<file path="src/rtl/fft_pkg.sv">
// Shared constants and FSM encoding for the FFT stage sequencer.
package fft_pkg;

  localparam int FFT_LOG2N    = 10;
  localparam int FFT_PIPE_LAT = 4;
  localparam int FFT_N        = 1 << FFT_LOG2N;
  localparam int FFT_HALF_N   = FFT_N / 2;

  typedef enum logic [3:0] {
    IDLE  = 4'b0001,
    RUN   = 4'b0010,
    DRAIN = 4'b0100,
    DONE  = 4'b1000
  } seq_state_t;

endpackage

</file>
<file path="src/rtl/fft_bfly_addr_gen.sv">
// Radix-2 DIT butterfly address generator: (stage, k) -> top/bottom leg
// addresses and twiddle ROM index. Purely combinational.
module fft_bfly_addr_gen
  import fft_pkg::*;
#(
  parameter int LOG2N = FFT_LOG2N,
  localparam int STAGE_W = $clog2(LOG2N)
) (
  input  logic [STAGE_W-1:0] stage,
  input  logic [LOG2N-2:0]   k,
  output logic [LOG2N-1:0]   addr_a,
  output logic [LOG2N-1:0]   addr_b,
  output logic [LOG2N-2:0]   tw_addr
);

  logic [LOG2N-1:0] k_ext;
  logic [LOG2N-1:0] span;
  logic [LOG2N-1:0] pos;
  logic [LOG2N-1:0] grp;
  logic [LOG2N-1:0] tw_shift;

  // Split k into group and position within the group, then spread the
  // group index over blocks of 2*span; twiddle stride shrinks as span grows.
  always_comb begin
    k_ext    = {1'b0, k};
    span     = LOG2N'(1) << stage;
    pos      = k_ext & (span - LOG2N'(1));
    grp      = k_ext >> stage;
    addr_a   = ((grp << stage) << 1) | pos;
    addr_b   = addr_a + span;
    tw_shift = LOG2N'(LOG2N - 1) - LOG2N'(stage);
    tw_addr  = pos[LOG2N-2:0] << tw_shift;
  end

endmodule

</file>
<file path="src/rtl/fft_stage_sequencer.sv">
// In-place radix-2 DIT FFT stage sequencer. Issues one butterfly read per
// cycle for N/2 cycles per stage, then idles PIPE_LAT cycles so the last
// write-back lands before the next stage reads. Write-back strobes and
// addresses are the read strobes/addresses delayed PIPE_LAT cycles.
// Optional macro FFT_SCALE_EN: scale = rd_en delayed one cycle (per-stage
// divide-by-2 request); otherwise scale is tied low.
module fft_stage_sequencer
  import fft_pkg::*;
#(
  parameter int LOG2N    = FFT_LOG2N,
  parameter int PIPE_LAT = FFT_PIPE_LAT,
  localparam int STAGE_W = $clog2(LOG2N)
) (
  input  logic               Clk,
  input  logic               reset,
  input  logic               start,
  output logic               busy,
  output logic               done,
  output logic [STAGE_W-1:0] stage,
  output logic               rd_en,
  output logic [LOG2N-1:0]   rd_addrA,
  output logic [LOG2N-1:0]   rd_addrB,
  output logic [LOG2N-2:0]   tw_addr,
  output logic               wr_enA,
  output logic               wr_enB,
  output logic [LOG2N-1:0]   wr_addrA,
  output logic [LOG2N-1:0]   wr_addrB,
  output logic               scale
);

  localparam int DRN_W = $clog2(PIPE_LAT + 1);

  seq_state_t         state_q, state_d;
  logic [LOG2N-2:0]   k_q;
  logic [STAGE_W-1:0] stage_q;
  logic [DRN_W-1:0]   drain_q;
  logic               k_last, drain_last, stage_last;

  logic [LOG2N-1:0]   gen_a, gen_b;
  logic [LOG2N-2:0]   gen_tw;

  logic               en_p     [PIPE_LAT];
  logic [LOG2N-1:0]   addr_a_p [PIPE_LAT];
  logic [LOG2N-1:0]   addr_b_p [PIPE_LAT];

  assign k_last     = &k_q;
  assign drain_last = (drain_q == DRN_W'(PIPE_LAT - 1));
  assign stage_last = (stage_q == STAGE_W'(LOG2N - 1));
  assign stage      = stage_q;

  fft_bfly_addr_gen #(
    .LOG2N(LOG2N)
  ) u_addr_gen (
    .stage  (stage_q),
    .k      (k_q),
    .addr_a (gen_a),
    .addr_b (gen_b),
    .tw_addr(gen_tw)
  );

  // Addresses are forced to zero whenever no read is issued.
  assign rd_addrA = rd_en ? gen_a  : '0;
  assign rd_addrB = rd_en ? gen_b  : '0;
  assign tw_addr  = rd_en ? gen_tw : '0;

  // FSM state register.
  always_ff @(posedge Clk or posedge reset) begin
    if (reset) state_q <= IDLE;
    else       state_q <= state_d;
  end

  // Next-state and Moore outputs.
  always_comb begin
    state_d = state_q;
    busy    = 1'b0;
    done    = 1'b0;
    rd_en   = 1'b0;
    unique case (state_q)
      IDLE: begin
        if (start) state_d = RUN;
      end
      RUN: begin
        busy  = 1'b1;
        rd_en = 1'b1;
        if (k_last) state_d = DRAIN;
      end
      DRAIN: begin
        busy = 1'b1;
        if (drain_last) state_d = stage_last ? DONE : RUN;
      end
      DONE: begin
        done    = 1'b1;
        state_d = IDLE;
      end
      default: state_d = IDLE;
    endcase
  end

  // Butterfly index, stage index and drain timer advance with the FSM;
  // outside RUN/DRAIN they park at zero so a new run starts at stage 0, k 0.
  always_ff @(posedge Clk or posedge reset) begin
    if (reset) begin
      k_q     <= '0;
      stage_q <= '0;
      drain_q <= '0;
    end else begin
      case (state_q)
        RUN: begin
          k_q     <= k_last ? '0 : k_q + 1'b1;
          drain_q <= '0;
        end
        DRAIN: begin
          drain_q <= drain_q + 1'b1;
          if (drain_last && !stage_last) stage_q <= stage_q + 1'b1;
        end
        default: begin
          k_q     <= '0;
          stage_q <= '0;
          drain_q <= '0;
        end
      endcase
    end
  end

  // Read-to-write delay line; clearing it on reset kills in-flight writes.
  always_ff @(posedge Clk or posedge reset) begin
    if (reset) begin
      for (int i = 0; i < PIPE_LAT; i++) begin
        en_p[i]     <= 1'b0;
        addr_a_p[i] <= '0;
        addr_b_p[i] <= '0;
      end
    end else begin
      en_p[0]     <= rd_en;
      addr_a_p[0] <= rd_addrA;
      addr_b_p[0] <= rd_addrB;
      for (int i = 1; i < PIPE_LAT; i++) begin
        en_p[i]     <= en_p[i-1];
        addr_a_p[i] <= addr_a_p[i-1];
        addr_b_p[i] <= addr_b_p[i-1];
      end
    end
  end

  assign wr_enA   = en_p[PIPE_LAT-1];
  assign wr_enB   = en_p[PIPE_LAT-1];
  assign wr_addrA = addr_a_p[PIPE_LAT-1];
  assign wr_addrB = addr_b_p[PIPE_LAT-1];

`ifdef FFT_SCALE_EN
  // Scale request aligned with butterfly input data (one RAM read latency).
  always_ff @(posedge Clk or posedge reset) begin
    if (reset) scale <= 1'b0;
    else       scale <= rd_en;
  end
`else
  assign scale = 1'b0;
`endif

endmodule

</file>
<file path="config.mk">
export PLATFORM = sky130hd
export DESIGN_NAME = fft_stage_sequencer
export DESIGN_NICKNAME = d
export VERILOG_FILES = /design/src/rtl/fft_pkg.sv /design/src/rtl/fft_bfly_addr_gen.sv /design/src/rtl/fft_stage_sequencer.sv
export SDC_FILE = /design/constraint.sdc
export NUM_CORES = 1
export LEC_CHECK = 0
export CORE_ASPECT_RATIO = 1.5
export CORE_MARGIN = 1.5
export CORE_UTILIZATION = 59
export CTS_CLUSTER_SIZE = 28
export DETAILED_ROUTE_END_ITERATION = 6
export PLACE_DENSITY = 0.85
export REMOVE_ABC_BUFFERS = 1
export SYNTH_ARGS = -nofsm -noshare
export SYNTH_HDL_FRONTEND = slang
export SYNTH_SLANG_ARGS = --single-unit
</file>
<file path="constraint.sdc">
create_clock -name Clk -period 9.2 [get_ports Clk]
set_clock_uncertainty 0.1 [all_clocks]
set_input_delay 1.84 -clock Clk [delete_from_list [all_inputs] [get_ports Clk]]
set_output_delay 1.84 -clock Clk [all_outputs]
set_load 0.005 [all_outputs]
</file>
### Word level (Yosys, flattened, before mapping)

Cells that the tools add are included.

| storage, ports and cells | value |
|---|---|
| flip-flop bits (word level) | 104 |
| logic and storage cells | 61 |
| bits of input ports | 3 |
| output and inout port bits | 59 |

| cells by class | value |
|---|---|
| equality and inequality tests | 10 |
| shift-type cells | 4 |
| bitwise logic cells | 3 |
| reduce and logical (&&, ||, !) cells | 6 |
| muxes and demuxes | 16 |
| add/sub/neg operators | 6 |

Operator list:

| operator | count |
|---|---|
| two-way mux 10 bit | 2 |
| two-way mux 4 bit | 5 |
| two-way mux 9 bit | 2 |
| case mux 9 bit (2 select lines) | 1 |
| case mux 4 bit (3 select lines) | 1 |
| adder 10 bit | 1 |
| bitwise AND 9 x 10 -> 10 bit | 1 |
| bitwise OR 10 bit | 1 |
| << shifter 1 x 4 -> 10 bit (first input constant) | 1 |
| << shifter 10 x 4 -> 9 bit | 1 |
| << shifter 9 x 10 -> 9 bit | 1 |
| >> shifter 9 x 4 -> 10 bit | 1 |
| subtractor 10 x 1 -> 10 bit (second input constant) | 1 |
| adder 9 x 1 -> 9 bit (second input constant) | 1 |
| AND reduction 9 bit | 1 |
| equality test 4 bit (second input constant) | 2 |
| inequality test 2 bit (second input constant) | 4 |
| case mux 4 bit (2 select lines) | 1 |
| subtractor 4 x 4 -> 5 bit (first input constant) | 1 |
| adder 4 x 1 -> 4 bit (second input constant) | 1 |
| equality test 4 x 1 -> 1 bit (second input constant) | 1 |
| equality test 4 x 2 -> 1 bit (second input constant) | 1 |
| equality test 4 x 3 -> 1 bit (second input constant) | 1 |
| adder 3 x 1 -> 3 bit (second input constant) | 1 |
| 9 further kinds | 11 |

### Depth between registers and ports, before layout

Gate-level depths: netlist of the first run.

| logic depth | value |
|---|---|
| depth in word-level cells | 6 |
| mapped depth | 16 |

### Modules after synthesis

Synthesis of the first run repeated with hierarchy kept, for this count alone.

| second synthesis, totals | value |
|---|---|
| cell total of the unflattened synthesis | 485 |
| area total of the unflattened synthesis | 5056.1 um2 |

Modules (own cells, without submodules):

| module | instances | area an instance (um2) | cells each |
|---|---|---|---|
| fft_stage_sequencer | 1 | 3532.1 | 247 |
| fft_bfly_addr_gen | 1 | 1524.0 | 238 |

### Least setup slack after synthesis of the first run

OpenSTA, ideal clock, no wires.

| timing | value |
|---|---|
| path kind | flip-flop to output port |
| start | register stage_q[0], in the netlist stage[0] |
| end | output rd_addrB[9] |
| data arrival time | 3.667 ns |
| setup slack | 3.593 ns |
| buffers on the path | 2 |
| cell stages (with the launch flop) | 16 |
| data required time | 7.260 ns |
| cell sequence | dfrtp_1 -> buf_2 -> inv_2 -> ha_1 -> clkbuf_1 -> or3b_1 -> ha_1 -> xor2_1 -> a32o_1 -> ha_1 -> a21oi_1 -> nor2b_1 -> nand3_1 -> o221a_2 -> or4b_1 -> nand3_1 |

| on the way | value |
|---|---|
| cells in the longest elaborated chain, start to end | 6 |

RTL lines:

| what | RTL line | text |
|---|---|---|
| start: declaration | fft_stage_sequencer.sv:35 | `logic [STAGE_W-1:0] stage_q;` |
| start signal: assignment | fft_stage_sequencer.sv:114 | `if (drain_last && !stage_last) stage_q <= stage_q + 1'b1;` |
| << shifter 1 x 4 -> 10 bit | fft_bfly_addr_gen.sv:26 | `span = LOG2N'(1) << stage;` |
| subtractor 10 x 1 -> 10 bit | fft_bfly_addr_gen.sv:27 | `pos = k_ext & (span - LOG2N'(1));` |
| bitwise AND 9 x 10 -> 10 bit | fft_bfly_addr_gen.sv:27 |  |
| bitwise OR 10 bit | fft_bfly_addr_gen.sv:29 | `addr_a = ((grp << stage) << 1) \| pos;` |
| adder 10 bit * | fft_bfly_addr_gen.sv:30 | `addr_b = addr_a + span;` |
| two-way mux 10 bit * | fft_stage_sequencer.sv:63 | `assign rd_addrB = rd_en ? gen_b : '0;` |
| end: declaration | fft_stage_sequencer.sv:22 | `output logic [LOG2N-1:0] rd_addrB,` |

Every way passes the cells marked *; elsewhere a longest branch is shown, timed or not.

### Final worst setup path of the first run

| timing | value |
|---|---|
| start | register stage_q[1], in the netlist stage[1] |
| end | output rd_addrB[9] |

Same word-level chain as after synthesis.

==> flow_summary.ini, run 1 <==
[run]
cap_viol_max_count = 0

[layout]
n_antenna_cell = 0
areaGrowthSynthToFinish_pct = 17.38
final_core_utilization = 0.7214
layout-drive-gt1-share = 0.06624
layout.nets = 490

[clocking]
cts_buffers = 9
htreeDepth = 3
cts_setup_buffers = 0
clock-sinks = 104
worstSkewPairLatency_ns = 0.34
ctsResizeCount = 0
clk_pin_slew_worst_paths_ns = 0.07
clock-root-buffer = clkbuf_16
clockBufferDepth = 2
postCtsHoldBufs = 0
tritoncts = yes

[setup_path]
crit_fanout = 26
end_kind = primary output
cp.arrival_ns = 5.38
crit_type = register to primary output
critPathLaunchType = register
required_ns = 7.26

[synth]
synthMuxAreaShare = 0.009301
synth_edf_count = 0
yosysSeqAreaShare = 0.5530
synthAdderAreaFrac = 0.06272
yosys.area_share.xor_xnor = 0.02232
syn_inst = 432
synth_compound_area_frac = 0.1350
synth_top_family_by_area = simple AND/OR/NAND/NOR gates
yosys-top-cells-area = dfrtp_1 (55%), ha_1 (5.8%), buf_4 (3.5%), nor2_1 (2.9%), a21oi_1 (2.3%)
synth-simple-area-share = 0.1491
yosysUniqueCellTypes = 66
synth_common_cells = dfrtp_1 (103), nor2_1 (36), a21oi_1 (22), buf_4 (22), ha_1 (22)
synthArstFlopShare = 1.000
synth.avg_cell_area_um2 = 10.90
syn-cell-area_mm2 = 0.004708
synth_top_area_frac = 0.5474
synth-main-ff-cell = dfrtp_1
yosys_warnings = 0
yosysMostFrequentCell = dfrtp_1
synth-seq-cells = 104
synth_top_area_cell = dfrtp_1

[global_routing]
overflow = 0
antenna_found_initial = 0
grt_usage = 0.2767
grt_pass1_vias = 3389
grt_pass1_wl_mm = 18.04
grt_max_degree = 73

[timing]
hold_violations = 0
drv_slew = 0
period_minus_slack_ns = 7.322
slew-limit-headroom = 0.3660
fmax_mhz = 136.6
fin_tns_setup_ns = 0
grt_setup_unrepaired = no
tightest_slew_ns = 0.9437
setup_viol = 0
finalCritPeriodShare = 0.7959
layout_setup_ws_ns = 1.878

[run_status]
run_status = complete, no violations

[route]
post_drt_wl_per_cell_um = 19.64
drc_errors = 0
wirelength_mm = 11.19
drt_iter0_drc = 260
via_per_inst = 6.137
vias = 3498
ant_nets = 0
drt_first_pass_iters = 5

[power_and_ir_drop]
power_leakage_nw = 2.598
power-per-cell-area_mw_per_mm2 = 183.6
ir_drop_uv = 143.2

[floorplanning]
fp.dieH_um = 112.4
fp.coreArea_mm2 = 0.007661
io-pin-count = 62
dieArea_mm2 = 0.008536
fp.dieW_um = 75.94
start_util = 0.6146
rows = 39

[place]
dp_slack_ns = 2.465
dpl.hpwl_mm = 7.324
port_buffers = 60
place_congestion = 0.9275

[worst_hold_path]
hold_path.class = register to register
## through the flow
stage | power [W] | instances | instance area [µm²] | hold slack (ns)
final | 0.001015 | 570 | 5527 | 0.2442
after global routing | 0.001049 | 570 | 5527 | 0.2519
after CTS | 0.001019 | 570 | 5527 | 0.2440
after detailed placement | 0.0006320 | 555 | 5221 | 0.2347
after global placement | 0.0006239 | 555 | 5221 | 0.2310
after floorplan | 0.0005694 | 388 | 4453 | 0.2312
## sequential cells by signal, summed over array words and instances, names as in the netlist
signal	flops
wr_addrB	10
addr_a_p	30
drain_q	3
addr_b_p	30
stage	4
state_q	4
en_p	3
wr_addrA	10
k_q	9
wr_enA	1
## power by group
group	internal (W)	total [W]	switching (W)	leakage, nW
Sequential	0.000489	0.000509	0.0000197	1.44
Clock	0.000225	0.000388	0.000162	0.152
Combinational	0.0000490	0.000119	0.0000698	1.01
## critical path, stage by stage (launching register included)
cell and delay, ns:
dfrtp_1 0.86, inv_2 0.21, ha_1 0.40, or3b_1 0.29, ha_1 0.23, or4b_1 0.45
a221oi_1 0.41, o21ai_0 0.19, ha_1 0.36, nor2_1 0.20, nor2b_1 0.09, o21ai_0 0.28
nor4b_1 0.29, a311oi_1 0.09, nand3_1 0.16, clkdlybuf4s50_1 0.52
## kinds of logic (layout without fill, tap and decap cells)
family | count (synthesis) | in the layout
other cells | 1 | 2
mux | 4 | 4
compound gates | 94 | 94
buf+inv | 61 | 96
flops | 104 | 104
simple gates | 133 | 133
xor+xnor | 12 | 12
fa+ha+maj | 23 | 23
## area by class of cell
type	instances	area, µm²
flip-flops and latches	104	2604
fillers	542	2135
multi-input cells	268	1789
repair buffers	65	638.1
clock buffers	11	252.7
well taps	102	127.6
inverters	16	62.56
clock inverters	4	52.55
## per-layer routing
metal  track usage  vias to the layer above  part of all wire
li1              -                     1557                 -
met2        0.4438                      184              0.49
met1        0.3427                     1706              0.40
met4        0.1840                        0             0.061
met3       0.05285                       51             0.051
met5             0                        -                 0
## path summary, 6_finish.rpt
path,startpoint,end,slack (ns),depth (start not counted)
max,stage[1],rd_addrB[9],1.88,15
min,addr_b_p[30],addr_b_p[20],0.24,0
max reg2reg,stage[1],addr_b_p[39],4.49,14
min reg2reg,addr_b_p[30],addr_b_p[20],0.24,0
max in group asynchronous,reset,addr_b_p[14],6.05,3
min in group asynchronous,reset,addr_a_p[39],1.75,2
## layout by cell type (no fill, tap or decap), types with 7 or more instances in the layout
cell type | synthesis | routed
xor2_1 | 9 | 9
ha_1 | 22 | 22
dfrtp_1 | 103 | 103
inv_1 | 12 | 11
nor3_1 | 13 | 13
clkbuf_16 | 0 | 9
nand2_1 | 21 | 21
o21ai_0 | 13 | 13
and2_1 | 8 | 8
nor2_1 | 36 | 36
a31oi_1 | 7 | 7
nand3_1 | 8 | 8
a21oi_1 | 22 | 22
clkdlybuf4s50_1 | 0 | 60
nor2b_1 | 11 | 11
Power figures use the tool's default switching activity.
==> run 2, diff against run 1 <==
Settings changed: CORE_UTILIZATION 59 to 55, PLACE_DENSITY 0.85 to 0.8.
Clock period 9.2 ns to 7.65 ns, I/O delays scaled along.
==> run 2 against run 1 <==
Final area fell by 0.75%; clock power rose by 4%; worst hold slack gained 0.0023 ns; via count down 4.4%; sequential share of layout area rose by 0.35 points; clock-buffer cell count fell by 2; non-clock buffer count unchanged; worst setup slack got worse by 1.1 ns; global-route usage decreased by 3.5 points; first-iteration DRC count decreased by 23%; critical path type unchanged.
==> flow_summary.ini, run 2 (synthesis gave the netlist of run 1 again) <==
[global_routing]
grt_max_degree = 83
grt_pass1_wl_mm = 16.66
grt_pass1_vias = 3323
overflow = 0
antenna_found_initial = 0
grt_usage = 0.2422

[timing]
hold_violations = 0
tightest_slew_ns = 0.9471
setup_viol = 0
drv_slew = 0
fmax_mhz = 145.4
grt_setup_unrepaired = no
period_minus_slack_ns = 6.877
slew-limit-headroom = 0.3686
fin_tns_setup_ns = 0
holdWs_ns = 0.2465
finalCritPeriodShare = 0.8989

[setup_path]
crit_fanout = 26
required_ns = 6.02
crit_type = register to primary output
critPathLaunchType = register
r2r_cells = 14
cp.arrival_ns = 5.25
end_kind = primary output

[floorplanning]
fp.dieH_um = 116.3
start_util = 0.5631
fp.coreArea_mm2 = 0.008362
rows = 41
io-pin-count = 62
fp.dieW_um = 78.55
dieArea_mm2 = 0.009136

[clocking]
clockBufferDepth = 2
clock-root-buffer = clkbuf_16
ctsResizeCount = 0
clk_pin_slew_worst_paths_ns = 0.07
clock-sinks = 104
htreeDepth = 3
worstSkewPairLatency_ns = 0.34
cts_buffers = 9
cts_setup_buffers = 0
tritoncts = yes
postCtsHoldBufs = 0

[layout]
final_common_cell = dfrtp_1
areaGrowthSynthToFinish_pct = 16.50
fillers = 658
layout.nets = 490
n_antenna_cell = 0
largest_registers = addr_a_p: 30 flops, addr_b_p: 30 flops
final_cell_mix = dfrtp_1 (103), clkdlybuf4s50_1 (60), nor2_1 (36)
layout-drive-gt1-share = 0.06424

[route]
via_per_inst = 5.828
drt_iter0_drc = 201
post_drt_wl_per_cell_um = 17.69
wirelength_mm = 10.16
drc_errors = 0
drt_first_pass_iters = 4
ant_nets = 0
vias = 3345

[run_status]
run_status = complete, no violations

[power_and_ir_drop]
p_sw_frac = 0.2505
ir_drop_uv = 170.8
p_switching_w = 0.0002887
p_seq_frac = 0.531
p_comb_frac = 0.119
power-per-cell-area_mw_per_mm2 = 210.1
power_leakage_nw = 2.578
pwr-share-clk = 0.349
p_int_w = 0.0008636

[worst_hold_path]
hold_path_depth = 0
hold_path.class = register to register

[place]
place_congestion = 0.9145
port_buffers = 60
dpl.hpwl_mm = 7.188

[run]
cap_viol_max_count = 0
==> run 2: cell types whose count changed in the layout (fill, tap and decap cells not counted) <==
cell	change
clkinv_4	-1
clkinv_2	+2
inv_6	+1
clkbuf_8	-2
bufinv_16	-1
==> run 2: final timing paths <==
kind	from	to	slack (ns)
max	stage[1]	rd_addrB[9]	0.77
max in group asynchronous	reset	wr_addrB[6]	4.84
min in group asynchronous	reset	state_q[1]	1.39
min reg2reg	addr_a_p[39]	addr_a_p[29]	0.25
min	addr_a_p[39]	addr_a_p[29]	0.25
max reg2reg	stage[1]	addr_b_p[39]	3.03
==> run 2: worst max-delay path, stage by stage (launching register included) <==
cell and delay [ns]:
dfrtp_1 0.89, inv_2 0.23, ha_1 0.41, or3b_1 0.29, ha_1 0.23, or4b_1 0.44, a221oi_1 0.42, o21ai_0 0.18
ha_1 0.35, nor2_1 0.16, nor2b_1 0.07, o21ai_0 0.21, nor4b_1 0.27, a311oi_1 0.10, nand3_1 0.14, clkdlybuf4s50_1 0.51
==> run 2: final cells by class <==
| class | instances | area, µm² | share of cell area |
|---|---|---|---|
| clock buffer | 9 | 225.2 | 0.04106 |
| clock inverter | 5 | 32.53 | 0.005931 |
| inverter | 16 | 62.56 | 0.01141 |
| multi-input combinational | 268 | 1789 | 0.3262 |
| sequential | 104 | 2604 | 0.4747 |
| tap | 107 | 133.9 | 0.02441 |
| timing repair buffer | 65 | 638.1 | 0.1163 |
==> run 2: per-layer routing <==
| metal | wire length, µm | GRT usage | up-vias |
|---|---|---|---|
| met5 | 0 | 0 | - |
| li1 | - | - | 1556 |
| met2 | 4896 | 0.3810 | 138 |
| met4 | 516 | 0.1690 | 0 |
| met1 | 4248 | 0.3005 | 1617 |
| met3 | 495 | 0.04766 | 34 |
==> run 2: power groups by stage <==
stage,Sequential (W),Clock [W],Combinational [W]
floorplan,0.000615,0,0.0000703
global placement,0.000617,0,0.000135
detailed placement,0.000621,0,0.000138
CTS,0.000613,0.000413,0.000139
global route,0.000617,0.000435,0.000154
finish,0.000612,0.000403,0.000137
==> run 2: metrics by stage <==
stage / power, W / instance area, µm² / instances / setup slack, ns / utilization
after CTS: 0.001165 / 5485 / 574 / 0.8216 / 0.6560
final: 0.001152 / 5485 / 574 / 0.7731 / 0.6560
after global placement: 0.0007522 / 5228 / 560 / 1.405 / 0.6252
after detailed placement: 0.0007596 / 5228 / 560 / 1.229 / 0.6252
after global routing: 0.001206 / 5485 / 574 / 0.3222 / 0.6560
after floorplan: 0.0006848 / 4453 / 388 / 2.233 / -
